<file path="config.mk">
export PLATFORM = sky130hd
export DESIGN_NAME = div_16b_seq
export DESIGN_NICKNAME = d
export VERILOG_FILES = /design/src/rtl/div_16b_seq.sv
export SDC_FILE = /design/constraint.sdc
export NUM_CORES = 1
export LEC_CHECK = 0
export ABC_AREA = 1
export CAP_MARGIN = 20
export CORE_ASPECT_RATIO = 1.1
export CORE_UTILIZATION = 50
export CTS_BUF_LIST = sky130_fd_sc_hd__clkbuf_4
export CTS_CLUSTER_DIAMETER = 200
export DETAILED_ROUTE_END_ITERATION = 8
export PLACE_DENSITY = 0.78
export SLEW_MARGIN = 0
export SYNTH_ARGS = -nofsm -noshare
export SYNTH_HDL_FRONTEND = slang
export SYNTH_SLANG_ARGS = --single-unit
</file>
<file path="constraint.sdc">
create_clock -name clk -period 2.82 [get_ports clk]
set_clock_uncertainty 0.05 [all_clocks]
set_input_delay 0.423 -clock clk [delete_from_list [all_inputs] [get_ports clk]]
set_output_delay 0.423 -clock clk [all_outputs]
set_load 0.05 [all_outputs]
</file>
<file path="src/rtl/div_16b_seq.sv">
// Sequential 16-bit radix-2 restoring divider, one quotient bit per clock, 17-cycle latency.
// Define DIV_SIGNED_EN for two's-complement operands (magnitude divide plus sign fixup in DONE).
module div_16b_seq (
   input  logic        clk,
   input  logic        rst,
   input  logic        start,
   input  logic [15:0] dividend,
   input  logic [15:0] divisor,
   output logic        busy,
   output logic        done,
   output logic [15:0] quotient,
   output logic [15:0] remainder,
   output logic        div_by_zero
);

   typedef enum logic [1:0] {IDLE, RUN, DONE} state_t;

   state_t      state;
   logic [15:0] p_reg;
   logic [15:0] q_reg;
   logic [15:0] dsr;
   logic [3:0]  cnt;

`ifdef DIV_SIGNED_EN
   logic [15:0] dvd_raw;
   logic        dvd_neg;
   logic        dsr_neg;
`endif

   // Two-level carry-lookahead: 4-bit group generate/propagate, lookahead across groups.
   function automatic logic [16:0] cla_add16(input logic [15:0] a, input logic [15:0] b,
                                             input logic cin);
      logic [15:0] g;
      logic [15:0] p;
      logic [3:0]  gg;
      logic [3:0]  pg;
      logic [4:0]  gc;
      logic [15:0] c;
      g = a & b;
      p = a ^ b;
      for (int i = 0; i < 4; i++) begin
         gg[i] = g[4*i+3] | (p[4*i+3] & g[4*i+2]) | (p[4*i+3] & p[4*i+2] & g[4*i+1])
               | (p[4*i+3] & p[4*i+2] & p[4*i+1] & g[4*i]);
         pg[i] = &p[4*i +: 4];
      end
      gc[0] = cin;
      gc[1] = gg[0] | (pg[0] & cin);
      gc[2] = gg[1] | (pg[1] & gg[0]) | (pg[1] & pg[0] & cin);
      gc[3] = gg[2] | (pg[2] & gg[1]) | (pg[2] & pg[1] & gg[0]) | (pg[2] & pg[1] & pg[0] & cin);
      gc[4] = gg[3] | (pg[3] & gg[2]) | (pg[3] & pg[2] & gg[1]) | (pg[3] & pg[2] & pg[1] & gg[0])
            | (pg[3] & pg[2] & pg[1] & pg[0] & cin);
      c = '0;
      for (int i = 0; i < 4; i++) begin
         c[4*i] = gc[i];
         for (int j = 0; j < 3; j++) begin
            c[4*i+j+1] = g[4*i+j] | (p[4*i+j] & c[4*i+j]);
         end
      end
      return {gc[4], p ^ c};
   endfunction

   logic [16:0] p_sh;
   logic [16:0] sub_res;
   logic        diff_neg;
   logic [15:0] q_fix;
   logic [15:0] r_fix;

   // P is always below the divisor after an iteration, so its bit 16 stays zero
   // and only the low 16 bits are stored; P' still carries the shifted-out bit.
   always_comb begin
      p_sh     = {p_reg, q_reg[15]};
      sub_res  = cla_add16(p_sh[15:0], ~dsr, 1'b1);
      diff_neg = ~(p_sh[16] ^ sub_res[16]);
   end

   always_comb begin
`ifdef DIV_SIGNED_EN
      q_fix = (dvd_neg ^ dsr_neg) ? (~q_reg + 16'd1) : q_reg;
      r_fix = dvd_neg ? (~p_reg + 16'd1) : p_reg;
      if (dsr == 16'd0) begin
         q_fix = 16'hFFFF;
         r_fix = dvd_raw;
      end
`else
      q_fix = q_reg;
      r_fix = p_reg;
`endif
   end

   always_ff @(posedge clk) begin
      if (rst) begin
         state       <= IDLE;
         busy        <= 1'b0;
         done        <= 1'b0;
         quotient    <= 16'd0;
         remainder   <= 16'd0;
         div_by_zero <= 1'b0;
         p_reg       <= 16'd0;
         q_reg       <= 16'd0;
         dsr         <= 16'd0;
         cnt         <= 4'd0;
`ifdef DIV_SIGNED_EN
         dvd_raw     <= 16'd0;
         dvd_neg     <= 1'b0;
         dsr_neg     <= 1'b0;
`endif
      end else begin
         done <= 1'b0;
         case (state)
            IDLE: begin
               // busy is only still high here during the done cycle
               if (busy) begin
                  busy <= 1'b0;
               end else if (start) begin
`ifdef DIV_SIGNED_EN
                  q_reg   <= dividend[15] ? (~dividend + 16'd1) : dividend;
                  dsr     <= divisor[15] ? (~divisor + 16'd1) : divisor;
                  dvd_raw <= dividend;
                  dvd_neg <= dividend[15];
                  dsr_neg <= divisor[15];
`else
                  q_reg   <= dividend;
                  dsr     <= divisor;
`endif
                  p_reg <= 16'd0;
                  cnt   <= 4'd0;
                  busy  <= 1'b1;
                  state <= RUN;
               end
            end
            RUN: begin
               p_reg <= diff_neg ? p_sh[15:0] : sub_res[15:0];
               q_reg <= {q_reg[14:0], ~diff_neg};
               cnt   <= cnt + 4'd1;
               if (cnt == 4'd15) begin
                  state <= DONE;
               end
            end
            DONE: begin
               quotient    <= q_fix;
               remainder   <= r_fix;
               div_by_zero <= (dsr == 16'd0);
               done        <= 1'b1;
               state       <= IDLE;
            end
            default: state <= IDLE;
         endcase
      end
   end

endmodule
</file>
Word level (Yosys, flattened, before mapping). Cells that the tools add are included.

Order comparisons: 0. Reductions and logical operators: 10. Bitwise logic cells: 83. Add/sub/neg operators: 1. Div/mod/pow operators: 0. Shifts and indexed selects: 0. Multipliers: 0. Equality and inequality tests: 6. Mux-type cells: 17.

Operators by type and width (count): $mux W16 (5); $pmux W16 S2 (2); $and A1 B1 Y1 (43); $or A1 B1 Y1 (34); $xor A16 B16 Y16 (2); $and A16 B16 Y16 (1); $logic_not A16 Y1 (1); $not A16 Y16 (1); $reduce_and A4 Y1 (4); $reduce_and A3 Y1 (3); $mux W4 (2); $pmux W4 S2 (1); $mux W2 (3); $ne A2 B2 Y1 const B (3); $add A4 B1 Y4 const B (1); $eq A4 B4 Y1 const B (1); $pmux W2 S2 (1); $mux W1 (3); $eq A2 B1 Y1 const B (1); $eq A2 B2 Y1 const B (1); $logic_not A2 Y1 (1); $reduce_bool A2 Y1 (1); $not A1 Y1 (1); $xor A1 B1 Y1 (1).

Flip-flop bits (word level): 89. Memory bits (writable): 0. Bits of input ports: 35. Logic and storage cells: 127. Latch bits: 0. Memory bits (read-only): 0. Memories kept: 0. Output and inout bits: 35.

Longest topological paths before layout.
Depth after elaboration: 19. Depth in mapped cells: 16. Mapped depth without buffers: 16.

Worst setup path after synthesis. OpenSTA, ideal clock, no wires.

Path kind: reg-to-reg. Start point: reg dsr[6]. End point: reg p_reg[15]. Clock period less this slack: 2.879 ns. Data required time: 2.632 ns. Slack: -0.059 ns. Cell stages (with the launch flop): 15. Buffers on the path: 0. Arrival: 2.692 ns. Library setup time: 0.138 ns. Cells stage by stage: dfxtp_1 -> inv_1 -> ha_1 -> nand2_1 -> nor2_1 -> a21oi_1 -> nor2_1 -> nor2_1 -> fa_1 -> fa_1 -> fa_1 -> xor2_1 -> nand3_2 -> nand3_2 -> a21oi_2.

Longest elaborated chain between the ends: 19. Elaborated cells between the ends (all ways): 36. Classes of those cells: mux (2); bitwise (33); reduce/logical (1).

RTL lines: from (decl) (RTL line 21) `logic [15:0] dsr;`; from (signal assigned) (RTL line 123) `dsr <= divisor;`; $not A16 Y16 * (RTL line 72) `sub_res = cla_add16(p_sh[15:0], ~dsr, 1'b1);`; $and A16 B16 Y16 / $xor A16 B16 Y16 (equally long branches) (RTL line 39, 40); $and A1 B1 Y1, on equally long branches (RTL line 42, 43); $or A1 B1 Y1, or another cell as far along (RTL line 42) `gg[i] = g[4*i+3] | (p[4*i+3] & g[4*i+2]) | (p[4*i+3] & p[4*i+2] & g[4*i+1])`; $or A1 B1 Y1 / $and A1 B1 Y1 (equally long branches) (RTL line 42, 43); $or A1 B1 Y1 (RTL line 43) `| (p[4*i+3] & p[4*i+2] & p[4*i+1] & g[4*i]);`; $and A1 B1 Y1 (RTL line 49) `gc[3] = gg[2] | (pg[2] & gg[1]) | (pg[2] & pg[1] & gg[0]) | (pg[2] & pg[1] & pg[0] & cin);`; $or A1 B1 Y1 (3 in a row) (RTL line 49); $and A1 B1 Y1 (RTL line 56) `c[4*i+j+1] = g[4*i+j] | (p[4*i+j] & c[4*i+j]);`; $or A1 B1 Y1 (RTL line 56); $and A1 B1 Y1 (RTL line 56); $or A1 B1 Y1 (RTL line 56); $and A1 B1 Y1 (RTL line 56); $or A1 B1 Y1 (RTL line 56); $xor A16 B16 Y16 (RTL line 59) `return {gc[4], p ^ c};`; $mux W16 * (RTL line 132) `p_reg <= diff_neg ? p_sh[15:0] : sub_res[15:0];`; $pmux W16 S2 * (RTL line 109) `case (state)`; to (signal assigned) (RTL line 132); to (decl) (RTL line 19) `logic [15:0] p_reg;`.

Mark *: on every way between the ends. The rest lies on a longest branch, timed or not. A chain may end at the register's enable or synchronous reset.

Worst setup path in the final report.
Start point: reg dsr[2]. End point: reg p_reg[14].

Longest elaborated chain between the ends: 16. Elaborated cells between the ends (all ways): 28. Classes of those cells: mux (2); bitwise (25); reduce/logical (1).

RTL lines (RTL line): $not A16 Y16 * (72); $and A16 B16 Y16 / $xor A16 B16 Y16 (equally long branches) (39, 40); $and A1 B1 Y1, on equally long branches (42, 43); $or A1 B1 Y1, or another cell as far along (42); $or A1 B1 Y1 / $and A1 B1 Y1 (equally long branches) (42, 43); $or A1 B1 Y1 (43); $and A1 B1 Y1 (49); $or A1 B1 Y1 (2 in a row) (49); $and A1 B1 Y1 (56); $or A1 B1 Y1 (56); $and A1 B1 Y1 (56); $or A1 B1 Y1 (56); $xor A16 B16 Y16 (59); $mux W16 * (132); $pmux W16 S2 * (109).

Marks and branches as above.

==> tab_implementation.tex <==
\begin{tabular}{lr}
\hline
Metric & Value \\
\hline
\multicolumn{2}{l}{\textbf{Yosys}} \\
\quad Cells taking the most area after synthesis & sky130\_fd\_sc\_hd\_\_dfxtp\_1 40\%, sky130\_fd\_sc\_hd\_\_nand3\_2 6.9\%, sky130\_fd\_sc\_hd\_\_nand2\_1 6.8\% \\
\quad Library cell occupying the most area in the post-synthesis netlist & sky130\_fd\_sc\_hd\_\_dfxtp\_1 \\
\quad \#FFs+latches synth & 89 \\
\quad Post-Synthesis Cell Area & 4500 um\^{}2 \\
\quad Share of the yosys chip area belonging to registers & 0.396 \\
\quad Cell with the most instances after synthesis & sky130\_fd\_sc\_hd\_\_dfxtp\_1 \\
\quad Number of synthesized flops with an enable pin & 0 \\
\quad Syn Nets & 604 \\
\quad Commonest cells in the synthesized netlist & 89 x sky130\_fd\_sc\_hd\_\_dfxtp\_1, 82 x sky130\_fd\_sc\_hd\_\_nand2\_1, 50 x sky130\_fd\_sc\_hd\_\_inv\_1, 48 x sky130\_fd\_sc\_hd\_\_o21ai\_0, 44 x sky130\_fd\_sc\_hd\_\_nor2\_1 \\
\quad Proportion of register bits with asynchronous set or reset after synthesis & 0 \\
\quad Post-synthesis area per instance & 8.33 um\^{}2 \\
\quad Dominant register cell in the synthesized netlist & sky130\_fd\_sc\_hd\_\_dfxtp\_1 \\
\quad Number of warnings printed during yosys synthesis & 0 \\
\quad Area share of the leading cell type in the synthesized netlist & 0.396 \\
\quad Number of different library cells in the post-synthesis netlist & 35 \\
\quad Synthesized instance count & 540 \\
\multicolumn{2}{l}{\textbf{Critical path}} \\
\quad Cell count of the worst reg-to-reg path & 15 \\
\quad Worst r2r src & dsr[2] \\
\quad Category of cells accounting for the largest share of critical-path delay & adder cells \\
\quad Kind of critical path & flop to flop \\
\quad Cell with the biggest individual delay on the critical path & sky130\_fd\_sc\_hd\_\_fa\_2 \\
\quad Delay of the slowest critical-path stage & 0.54 ns \\
\quad Startpoint of the most critical setup path & dsr[2] \\
\quad Most frequent cell on the critical path & sky130\_fd\_sc\_hd\_\_fa\_2 \\
\quad Critical path endpoint category & flop \\
\quad Buf+Inv Stages, Crit Path & 1 \\
\quad Maximum fanout count along the critical path & 2 \\
\quad Chain of cells forming the critical path & inv\_2, ha\_4, nand2\_4, nor2\_4, nor2\_2, nand2\_2, a21oi\_2, nor2\_1, nor2\_1, fa\_2, fa\_2, fa\_2, nand3\_2, nand3\_2, a21oi\_2 \\
\quad Stages on worst setup path & 15 \\
\quad CP Launch Type & flop \\
\quad Required time of the critical path & 3.09 ns \\
\quad Data arrival time of the critical path & 3.17 ns \\
\multicolumn{2}{l}{\textbf{Route}} \\
\quad Number of remaining DRC errors & 0 \\
\quad WL/cell & 15.6 um \\
\quad Number of search-and-repair iterations in the first detailed-routing pass & 5 \\
\quad Avg Vias per Cell & 5.44 \\
\quad Starting DRC count in detailed routing & 188 \\
\quad Total vias in the final route & 4033 \\
\quad Final antenna-violating net count & 0 \\
\quad Sum of routed wire length over all layers & 11600 um \\
\multicolumn{2}{l}{\textbf{Global routing}} \\
\quad Final global-route overflow total & 0 \\
\quad Gr usage total & 0.263 \\
\quad Initial antenna violation count & 0 \\
\quad Global-route wire length before repair & 19300 um \\
\quad Vias in the first global route & 4154 \\
\quad Largest net degree at the start of global routing & 36 \\
\multicolumn{2}{l}{\textbf{Die}} \\
\quad Count of boundary I/O pins & 70 \\
\quad Core area & 8540 um\^{}2 \\
\quad Die height & 102 um \\
\quad Die W & 92.5 um \\
\quad Initial core utilization & 0.527 \\
\quad Die footprint & 9390 um\^{}2 \\
\quad Site row count & 35 \\
\multicolumn{2}{l}{\textbf{Place}} \\
\quad Last weighted congestion value of the routability-driven placer & 0.813 \\
\quad Final HPWL DP & 7950 um \\
\quad Quantity of I/O buffers inserted on ports & 69 \\
\multicolumn{2}{l}{\textbf{Timing}} \\
\quad Number of pins exceeding their max-slew limit in the final report & 0 \\
\quad Shortest clock period the worst path allows after layout & 2.90 ns \\
\quad Hold violation total from the final report & 0 \\
\quad Worst-case headroom to the max-slew limit & 0.512 \\
\quad Highest Clock Rate & 345 MHz \\
\quad Setup repair after global routing missed its margin & yes \\
\quad \# setup viols final & 2 \\
\quad Measured slew at the worst slew-check pin & 0.731 ns \\
\quad Final setup TNS & -0.132 ns \\
\quad Min setup slack post-route & -0.0794 ns \\
\quad Final critical-path share of the clock period & 1.03 \\
\multicolumn{2}{l}{\textbf{Final layout}} \\
\quad Inserted Diodes & 0 \\
\quad Share of cells above drive strength 1 & 0.224 \\
\quad Area Growth Syn to Fin & 26.2\% \\
\quad Filler cell count in the final layout & 700 \\
\quad Nets@finish & 689 \\
\multicolumn{2}{l}{\textbf{Clocking}} \\
\quad Number of hold-repair buffers added at the cts stage & 0 \\
\quad Clock Pin Slew Worst Setup and Hold Paths & 0.16 ns \\
\quad Clock buffer count from CTS & 9 \\
\quad Clock insertion delay at the later pin of the skew report & 0.45 ns \\
\quad Clock tree from TritonCTS & yes \\
\quad Maximum count of clock buffers along a single path & 2 \\
\quad Level count of the clock H-tree & 3 \\
\quad Root buffer cell & sky130\_fd\_sc\_hd\_\_clkbuf\_4 \\
\quad Total clock sinks & 89 \\
\multicolumn{2}{l}{\textbf{Power}} \\
\quad PwrDens & 884 nW/um\^{}2 \\
\quad Total Power & 5.02 mW \\
\quad Worst voltage drop across the vdd grid & 0.476 mV \\
\quad Leak pwr & 2.28 nW \\
\multicolumn{2}{l}{\textbf{Hold path}} \\
\quad Worst hold path type & flop to flop \\
\quad Hold Crit Start & cnt[1] \\
\quad Number of cells on the worst hold path & 2 \\
\multicolumn{2}{l}{\textbf{Run status}} \\
\quad Result of the run & finished, violations left \\
\quad Violations in the final reports & setup timing \\
\multicolumn{2}{l}{\textbf{Flow run}} \\
\quad Number of maximum-capacitance violations & 0 \\
\hline
\end{tabular}
## area by class of cell
| cell class | count | area [um^2] | share of cell area |
|---|---|---|---|
| timing repair buffer | 102 | 938 | 0.165 |
| inverter | 56 | 210 | 0.0370 |
| multi-input combinational | 367 | 2450 | 0.432 |
| tap | 111 | 139 | 0.0244 |
| clock buffer | 10 | 75.1 | 0.0132 |
| clock inverter | 6 | 77.6 | 0.0137 |
| sequential | 89 | 1790 | 0.315 |
## layer usage
metal,global-route usage,routed length (um)
met5,0,0
met1,0.326,5010
met3,0.0360,474
met4,0.121,267
met2,0.456,5830
## cell families after synthesis
family	count (synthesis)	share of synthesized area
AOI/OAI and AO/OA	114	0.145
xor gates and xnor gates	5	0.00973
adders and majority gates	29	0.0990
buffers and inverters	84	0.0823
DFF	89	0.396
and+or+nand+nor	219	0.268
## metrics by stage
step	utilization	std cells	worst slack (ns)	hold slack, ns	instance area, um^2
after floorplan	-	540	0.0167	0.407	4540
after global placement	0.638	724	-0.0359	0.421	5450
after detailed placement	0.638	724	-0.167	0.432	5450
after CTS	0.662	741	-0.00579	0.451	5650
after global routing	0.665	741	-0.160	0.465	5680
final	0.665	741	-0.0794	0.452	5680
## power breakdown
group          switching, mW  internal, mW  leakage [nW]
sequential            0.0913          1.36         0.726
combinational           1.68          1.12          1.47
clock                  0.472         0.293        0.0837
## repair_timing
item / CTS / global route
gates cloned: 0 / 0
endpoints found under the setup margin: 6 / 6
buffers inserted: 1 / 0
pin swaps: 4 / 1
gates resized for setup: 15 / 7
## final timing paths
kind	slack, ns	endpoint
setup / recovery	-0.08	p_reg[14]
hold / removal	0.45	cnt[1]
setup reg to reg	-0.08	p_reg[14]
hold reg to reg	0.45	cnt[1]
## worst reg2reg max path: stages, from the launching register on
cell and delay [ns]:
sky130_fd_sc_hd__dfxtp_2 0.38, sky130_fd_sc_hd__inv_2 0.05, sky130_fd_sc_hd__ha_4 0.26, sky130_fd_sc_hd__nand2_4 0.06, sky130_fd_sc_hd__nor2_4 0.13, sky130_fd_sc_hd__nor2_2 0.06, sky130_fd_sc_hd__nand2_2 0.07, sky130_fd_sc_hd__a21oi_2 0.07
sky130_fd_sc_hd__nor2_1 0.09, sky130_fd_sc_hd__nor2_1 0.07, sky130_fd_sc_hd__fa_2 0.35, sky130_fd_sc_hd__fa_2 0.35, sky130_fd_sc_hd__fa_2 0.54, sky130_fd_sc_hd__nand3_2 0.10, sky130_fd_sc_hd__nand3_2 0.09, sky130_fd_sc_hd__a21oi_2 0.06
## cells in the final DEF, fill, tap and decap left out, drive strengths merged
cell	count
a21oi	40
a31oi	16
buf	33
bufinv	1
clkbuf	10
clkdlybuf4s50	69
clkinv	4
dfxtp	89
fa	11
ha	18
inv	57
nand2	88
nand3	72
nand4	5
nor2	48
nor3	1
nor4	4
o211ai	1
o21ai	57
or2	1
xor2	5
Note: power is estimated with default switching activity, not from simulation.
